File: src/rtl/imul_issue_sched.sv
// imul_issue_sched: round-robin issue scheduler for the shared multiply/secondary unit
// Ports: clk/rst (sync, active high), clkEn freezes all state, flush kills in-flight ops.
//        req{0,1}_*: valid/ready issue ports (op, long flag, R/C operands, tag).
//        mul_*: issue strobe and operands to the unit; mul_res: unit result.
//        res_*: result strobe with originating port, tag and data.
module imul_issue_sched #(
    parameter int LAT      = 3,
    parameter int LONG_LAT = 8,
    parameter int TAGW     = 6
) (
    input  logic            clk,
    input  logic            rst,
    input  logic            clkEn,
    input  logic            flush,
    input  logic            req0_valid,
    input  logic [12:0]     req0_op,
    input  logic            req0_long,
    input  logic [64:0]     req0_R,
    input  logic [64:0]     req0_C,
    input  logic [TAGW-1:0] req0_tag,
    output logic            req0_ready,
    input  logic            req1_valid,
    input  logic [12:0]     req1_op,
    input  logic            req1_long,
    input  logic [64:0]     req1_R,
    input  logic [64:0]     req1_C,
    input  logic [TAGW-1:0] req1_tag,
    output logic            req1_ready,
    output logic            mul_en,
    output logic [12:0]     mul_op_prev,
    output logic [64:0]     mul_R,
    output logic [64:0]     mul_C,
    input  logic [64:0]     mul_res,
    output logic            res_valid,
    output logic            res_port,
    output logic [TAGW-1:0] res_tag,
    output logic [64:0]     res_data
);
    localparam int E   = TAGW + 2;
    localparam int CW  = $clog2(LAT + 1);
    localparam int LBW = $clog2(LONG_LAT);

    logic [LONG_LAT-1:0][E-1:0] sr_q, sr_d;
    logic [CW-1:0]              cnt_q, cnt_d;
    logic [LBW-1:0]             lb_q, lb_d;
    logic                       rr_q, rr_d;
    logic                       retire, blk, long_ok, g0, g1, win, wlong;
    logic [TAGW-1:0]            wtag;

    always_comb begin
        retire      = sr_q[0][E-1] & clkEn & ~flush & ~rst;
        blk         = ~clkEn | flush | rst | (lb_q != '0);
        // a long op needs an empty pipe; a head retiring this cycle already counts as gone
        long_ok     = cnt_q == CW'(retire);
        g0          = req0_valid & ~blk & (~req0_long | long_ok);
        g1          = req1_valid & ~blk & (~req1_long | long_ok);
        win         = (g0 & g1) ? rr_q : g1;
        wlong       = win ? req1_long : req0_long;
        wtag        = win ? req1_tag : req0_tag;
        req0_ready  = g0 & ~win;
        req1_ready  = g1 & win;
        mul_en      = g0 | g1;
        mul_op_prev = ~mul_en ? '0 : win ? req1_op : req0_op;
        mul_R       = ~mul_en ? '0 : win ? req1_R : req0_R;
        mul_C       = ~mul_en ? '0 : win ? req1_C : req0_C;
        res_valid   = retire;
        res_port    = retire & sr_q[0][E-2];
        res_tag     = retire ? sr_q[0][TAGW-1:0] : '0;
        res_data    = retire ? mul_res : '0;
        sr_d        = clkEn ? {E'(0), sr_q[LONG_LAT-1:1]} : sr_q;
        if (mul_en && wlong) sr_d[LONG_LAT-1] = {1'b1, win, wtag};
        if (mul_en && !wlong) sr_d[LAT-1] = {1'b1, win, wtag};
        if (flush) sr_d = '0;
        cnt_d       = flush ? '0 : cnt_q + CW'(mul_en) - CW'(retire);
        lb_d        = flush ? '0 : (mul_en & wlong) ? LBW'(LONG_LAT - 1) :
                      (clkEn && lb_q != '0) ? lb_q - 1'b1 : lb_q;
        rr_d        = mul_en ? ~win : rr_q;
    end

    always_ff @(posedge clk) begin
        if (rst) begin
            sr_q  <= '0;
            cnt_q <= '0;
            lb_q  <= '0;
            rr_q  <= 1'b0;
        end else begin
            sr_q  <= sr_d;
            cnt_q <= cnt_d;
            lb_q  <= lb_d;
            rr_q  <= rr_d;
        end
    end
endmodule
File: config.mk
export PLATFORM = sky130hd
export DESIGN_NAME = imul_issue_sched
export DESIGN_NICKNAME = d
export VERILOG_FILES = /design/src/rtl/imul_issue_sched.sv
export SDC_FILE = /design/constraint.sdc
export NUM_CORES = 1
export LEC_CHECK = 0
export CAP_MARGIN = 20
export CELL_PAD_IN_SITES_DETAIL_PLACEMENT = 0
export CELL_PAD_IN_SITES_GLOBAL_PLACEMENT = 1
export CORE_AREA = 2 2 227 229
export DETAILED_ROUTE_END_ITERATION = 7
export DIE_AREA = 0 0 229 231
export PLACE_DENSITY = 0.56
export SLEW_MARGIN = 30
export SYNTH_ARGS = -nofsm -noshare
export SYNTH_HDL_FRONTEND = slang
export SYNTH_SLANG_ARGS = --single-unit
File: constraint.sdc
create_clock -name clk -period 4 [get_ports clk]
set_input_delay 0.4 -clock clk [delete_from_list [all_inputs] [get_ports clk]]
set_output_delay 0.4 -clock clk [all_outputs]
set_load 0.01 [all_outputs]
==> reports/qor.tcl, run 1 <==
set qor(timing.hold.worst_path_depth) 2
set qor(io_buffer_count) 589
set qor(outcome) {finished, final reports clean}
set qor(topRoutingLayerUsed) {met5}
set qor(core_region_area_sq_um) 50700
set qor(syn2layout_area_growth_pct) 154
set qor(overflow) 0
set qor(number_of_global_route_vias_before_repair) 6229
set qor(wl_per_cell_microns) 21.5
set qor(via_count) 6509
set qor(r2r_start) {sr_q[7]}
set qor(dr.first_iter.drc_count) 246
set qor(critical_path_required_time_ns) 3.60
set qor(max-slew-margin-rel) 0.459
set qor(io-pin-count) 590
set qor(start_util) 0.0926
set qor(pin_count_of_the_biggest_net_entering_global_routing) 74
set qor(cts_inserted_buffers) 9
set qor(drv_cap) 0
set qor(max_slew_violation_count) 0
set qor(vdd.ir_drop.worst_mv) 0.230
set qor(antenna_found_initial) 24
set qor(nNetsFinal) 1485
set qor(row_count) 83
set qor(min_from) {sr_q[58]}
set qor(fin_tns_setup_ns) 0
set qor(synth_area_per_cell_sq_um) 8.72
set qor(routed_wirelength_mm) 39.0
set qor(timing.hold.worst_endpoint) {sr_q[58]}
set qor(pwr_density_cell_nw_per_um2) 182
set qor(cp-end-kind) {output port}
set qor(synth-main-ff-cell) {sky130_fd_sc_hd__dfxtp_1}
set qor(wl_met3_mm) 2.94
set qor(ys_types) 30
set qor(final.period_utilization) 0.971
set qor(timing.fmax_ghz) 0.257
set qor(worst-slew-pin-transition_ns) 0.812
set qor(sequential_fraction_of_the_synthesis_area) 0.299
set qor(async_flop_share) 0
set qor(ctsHtreeMaxLevel) 3
set qor(antenna_violating_nets_post_route) 0
set qor(post_synthesis_register_bit_count) 70
set qor(final.setup_skew_ns) 0.00661
set qor(dieHeight_microns) 231
set qor(cts_tree) {built}
set qor(post-route-min-period_ns) 3.88
set qor(clock_insertion_delay_worst_skew_ns) 0.34
set qor(route.met2.wl_mm) 20.3
set qor(final-hold-violation-count) 0
set qor(detail_route.first_pass.iterations) 4
set qor(drcViolationCount) 0
set qor(synth_fp_nets) 913
set qor(fp.dieW_microns) 229
set qor(rsz0062_at_grt) {false}
set qor(met1_length_mm) 13.9
set qor(timing.setup.critical_path_class) {in2out}
set qor(clockBufferDepth) 2
set qor(drive_gt1_frac) 0.0503
set qor(dp_hpwl_mm) 33.2
set qor(fp.dieArea_sq_um) 52900
set qor(ff2ff_path_depth) 9
set qor(crit-reg2reg-capture) {sr_q[17]}
set qor(grt_first_pass_wirelength_mm) 49.9
set qor(worstPathArrival_ns) 3.48
set qor(gr-usage-all-layers) 0.133
set qor(vias_per_cell) 3.60
set qor(start_kind) {primary input}
set qor(root_buffer_cell) {sky130_fd_sc_hd__clkbuf_16}
set qor(cts_num_sinks) 70
set qor(yosysWarningCount) 0
set qor(ff2ff_setup_slack_ns) 1.30
set qor(clock_pin_transition_on_the_worst_setup_and_hold_timing_paths_ns) 0.05
set qor(final_core_utilization) 0.235
set qor(ctsHoldBuffers) 0
set qor(timing.hold.worst.class) {reg2reg}
set qor(syn_inst) 538
set qor(post_synth_instance_area_sq_um) 4690
set qor(worst_path_fanout_max) 23
set qor(gpl.final_weighted_congestion) 1.02
set qor(count_of_flip_flops_with_a_built_in_enable_after_synthesis) 0
set qor(p_leak_uw) 0.00434
set qor(finalSetupViolations) 0
-- repair_timing --
action | in CTS | in global routing
setup buffers | 0 | 6
hold endpoints to repair | 0 | 0
setup endpoints to repair | 0 | 118
gates resized for setup | 0 | 6
-- worst max-delay path: stages --
cell,delay (ns)
sky130_fd_sc_hd__clkdlybuf4s50_1,0.55
sky130_fd_sc_hd__nor2_4,0.06
sky130_fd_sc_hd__and3_2,0.22
sky130_fd_sc_hd__ha_1,0.30
sky130_fd_sc_hd__nor2b_4,0.18
sky130_fd_sc_hd__o21ai_2,0.11
sky130_fd_sc_hd__a211oi_4,0.31
sky130_fd_sc_hd__buf_4,0.18
sky130_fd_sc_hd__buf_12,0.17
sky130_fd_sc_hd__buf_12,0.18
sky130_fd_sc_hd__a22o_1,0.23
sky130_fd_sc_hd__clkdlybuf4s50_1,0.57
-- layout by cell type, fill, tap and decap left out, types with 2 or more instances in the layout --
cell,synthesis,layout
sky130_fd_sc_hd__clkdlybuf4s50_1,0,584
sky130_fd_sc_hd__clkbuf_16,0,12
sky130_fd_sc_hd__xnor2_1,2,2
sky130_fd_sc_hd__o22ai_1,6,6
sky130_fd_sc_hd__inv_1,7,7
sky130_fd_sc_hd__nor2b_1,10,9
sky130_fd_sc_hd__buf_12,0,11
sky130_fd_sc_hd__nand2b_1,4,4
sky130_fd_sc_hd__diode_2,0,14
sky130_fd_sc_hd__ha_1,4,4
sky130_fd_sc_hd__mux2i_1,57,57
sky130_fd_sc_hd__dfxtp_1,70,70
sky130_fd_sc_hd__a31oi_1,7,7
sky130_fd_sc_hd__o21ai_2,2,2
sky130_fd_sc_hd__xor2_1,2,2
sky130_fd_sc_hd__a21oi_1,11,11
sky130_fd_sc_hd__nand2_1,11,11
sky130_fd_sc_hd__nor2_1,55,54
sky130_fd_sc_hd__o21ai_1,6,6
sky130_fd_sc_hd__buf_4,8,16
sky130_fd_sc_hd__clkinv_2,0,2
sky130_fd_sc_hd__and2_1,74,74
sky130_fd_sc_hd__nand3_1,3,3
sky130_fd_sc_hd__a22o_1,143,143
-- synth_stat cells, types with 2 or more instances --
master	number	share of area
sky130_fd_sc_hd__xnor2_1	2	0.0037
sky130_fd_sc_hd__nand2b_1	4	0.0053
sky130_fd_sc_hd__buf_4	8	0.013
sky130_fd_sc_hd__a21oi_1	11	0.012
sky130_fd_sc_hd__a31oi_1	7	0.0093
sky130_fd_sc_hd__xor2_1	2	0.0037
sky130_fd_sc_hd__mux2i_1	57	0.12
sky130_fd_sc_hd__ha_1	4	0.011
sky130_fd_sc_hd__and2_1	74	0.099
sky130_fd_sc_hd__o22ai_1	6	0.0080
sky130_fd_sc_hd__and3_1	2	0.0027
sky130_fd_sc_hd__dfxtp_1	70	0.30
sky130_fd_sc_hd__a22o_1	143	0.27
sky130_fd_sc_hd__o21ai_2	2	0.0037
sky130_fd_sc_hd__o21ai_1	6	0.0064
sky130_fd_sc_hd__buf_2	25	0.027
sky130_fd_sc_hd__nand2_1	11	0.0088
sky130_fd_sc_hd__clkbuf_1	21	0.017
sky130_fd_sc_hd__nand3_1	3	0.0032
sky130_fd_sc_hd__inv_1	7	0.0056
sky130_fd_sc_hd__nor2b_1	10	0.013
sky130_fd_sc_hd__nor2_1	55	0.044
-- metal layers --
layer | vias up | track usage
met2 | 271 | 0.247
li1 | 3133 | -
met4 | 12 | 0.0607
met1 | 3033 | 0.136
met5 | - | 0
met3 | 60 | 0.0426
-- power breakdown --
part           switching (uW)  internal (uW)  total [uW]
Sequential               2.61            702         705
Combinational             225            457         682
Clock                     287            493         781
-- worst max-delay path by stage --
stage                from         to  slack [ns]  cells after the start
floorplan           flush   mul_C[0]        0.79                     12
global placement      rst  mul_C[60]        0.09                     12
detailed placement    rst  mul_C[60]        0.05                     12
CTS                   rst  mul_C[60]        0.04                     12
global route          rst  mul_R[36]        0.01                     12
finish                rst  mul_C[35]        0.12                     12
-- cell type report --
class,instances,area [sq um]
repair buffers,616,6300
flip-flops and latches,70,1400
well taps,680,851
multi-input cells,406,3010
diodes,14,35.0
inverters,7,26.3
fillers,5578,38800
clock buffers,11,243
clock inverters,4,47.5
-- metrics by stage --
step / hold WS, ns / std cells / cell area [sq um] / worst slack [ns] / total power (uW)
after detailed placement: 0.443 / 1770 / 11500 / 0.0500 / 1400
after CTS: 0.451 / 1785 / 11700 / 0.0398 / 2190
final: 0.447 / 1808 / 11900 / 0.116 / 2170
after global routing: 0.475 / 1798 / 11900 / 0.0133 / 2260
after floorplan: 0.429 / 538 / 4690 / 0.787 / 865
after global placement: 0.437 / 1770 / 11500 / 0.0873 / 1400
-- state kept, by name (all words and copies together) (netlist names) --
name,flops
sr_q,64
lb_q,3
rr_q,1
cnt_q,2
-- cell families (layout without fill, tap and decap cells) --
group / after synthesis / count (layout) / synth area share
AND/OR/NAND/NOR: 162 / 162 / 0.183
flip-flops: 70 / 70 / 0.299
multiplexers: 57 / 57 / 0.122
buffers and inverters: 62 / 638 / 0.0627
AO/OA/AOI/OAI: 179 / 179 / 0.316
adder cells (fa/ha/maj): 4 / 4 / 0.0107
XOR/XNOR: 4 / 4 / 0.00747
other: 0 / 14 / 0
Note: power is estimated with default switching activity, not from simulation.
==> run 2, diff against run 1 <==
Settings changed: ABC_AREA set to 0.
==> results of run 2 <==
Same layout as run 1: the final DEF is identical, and so are final timing and power.
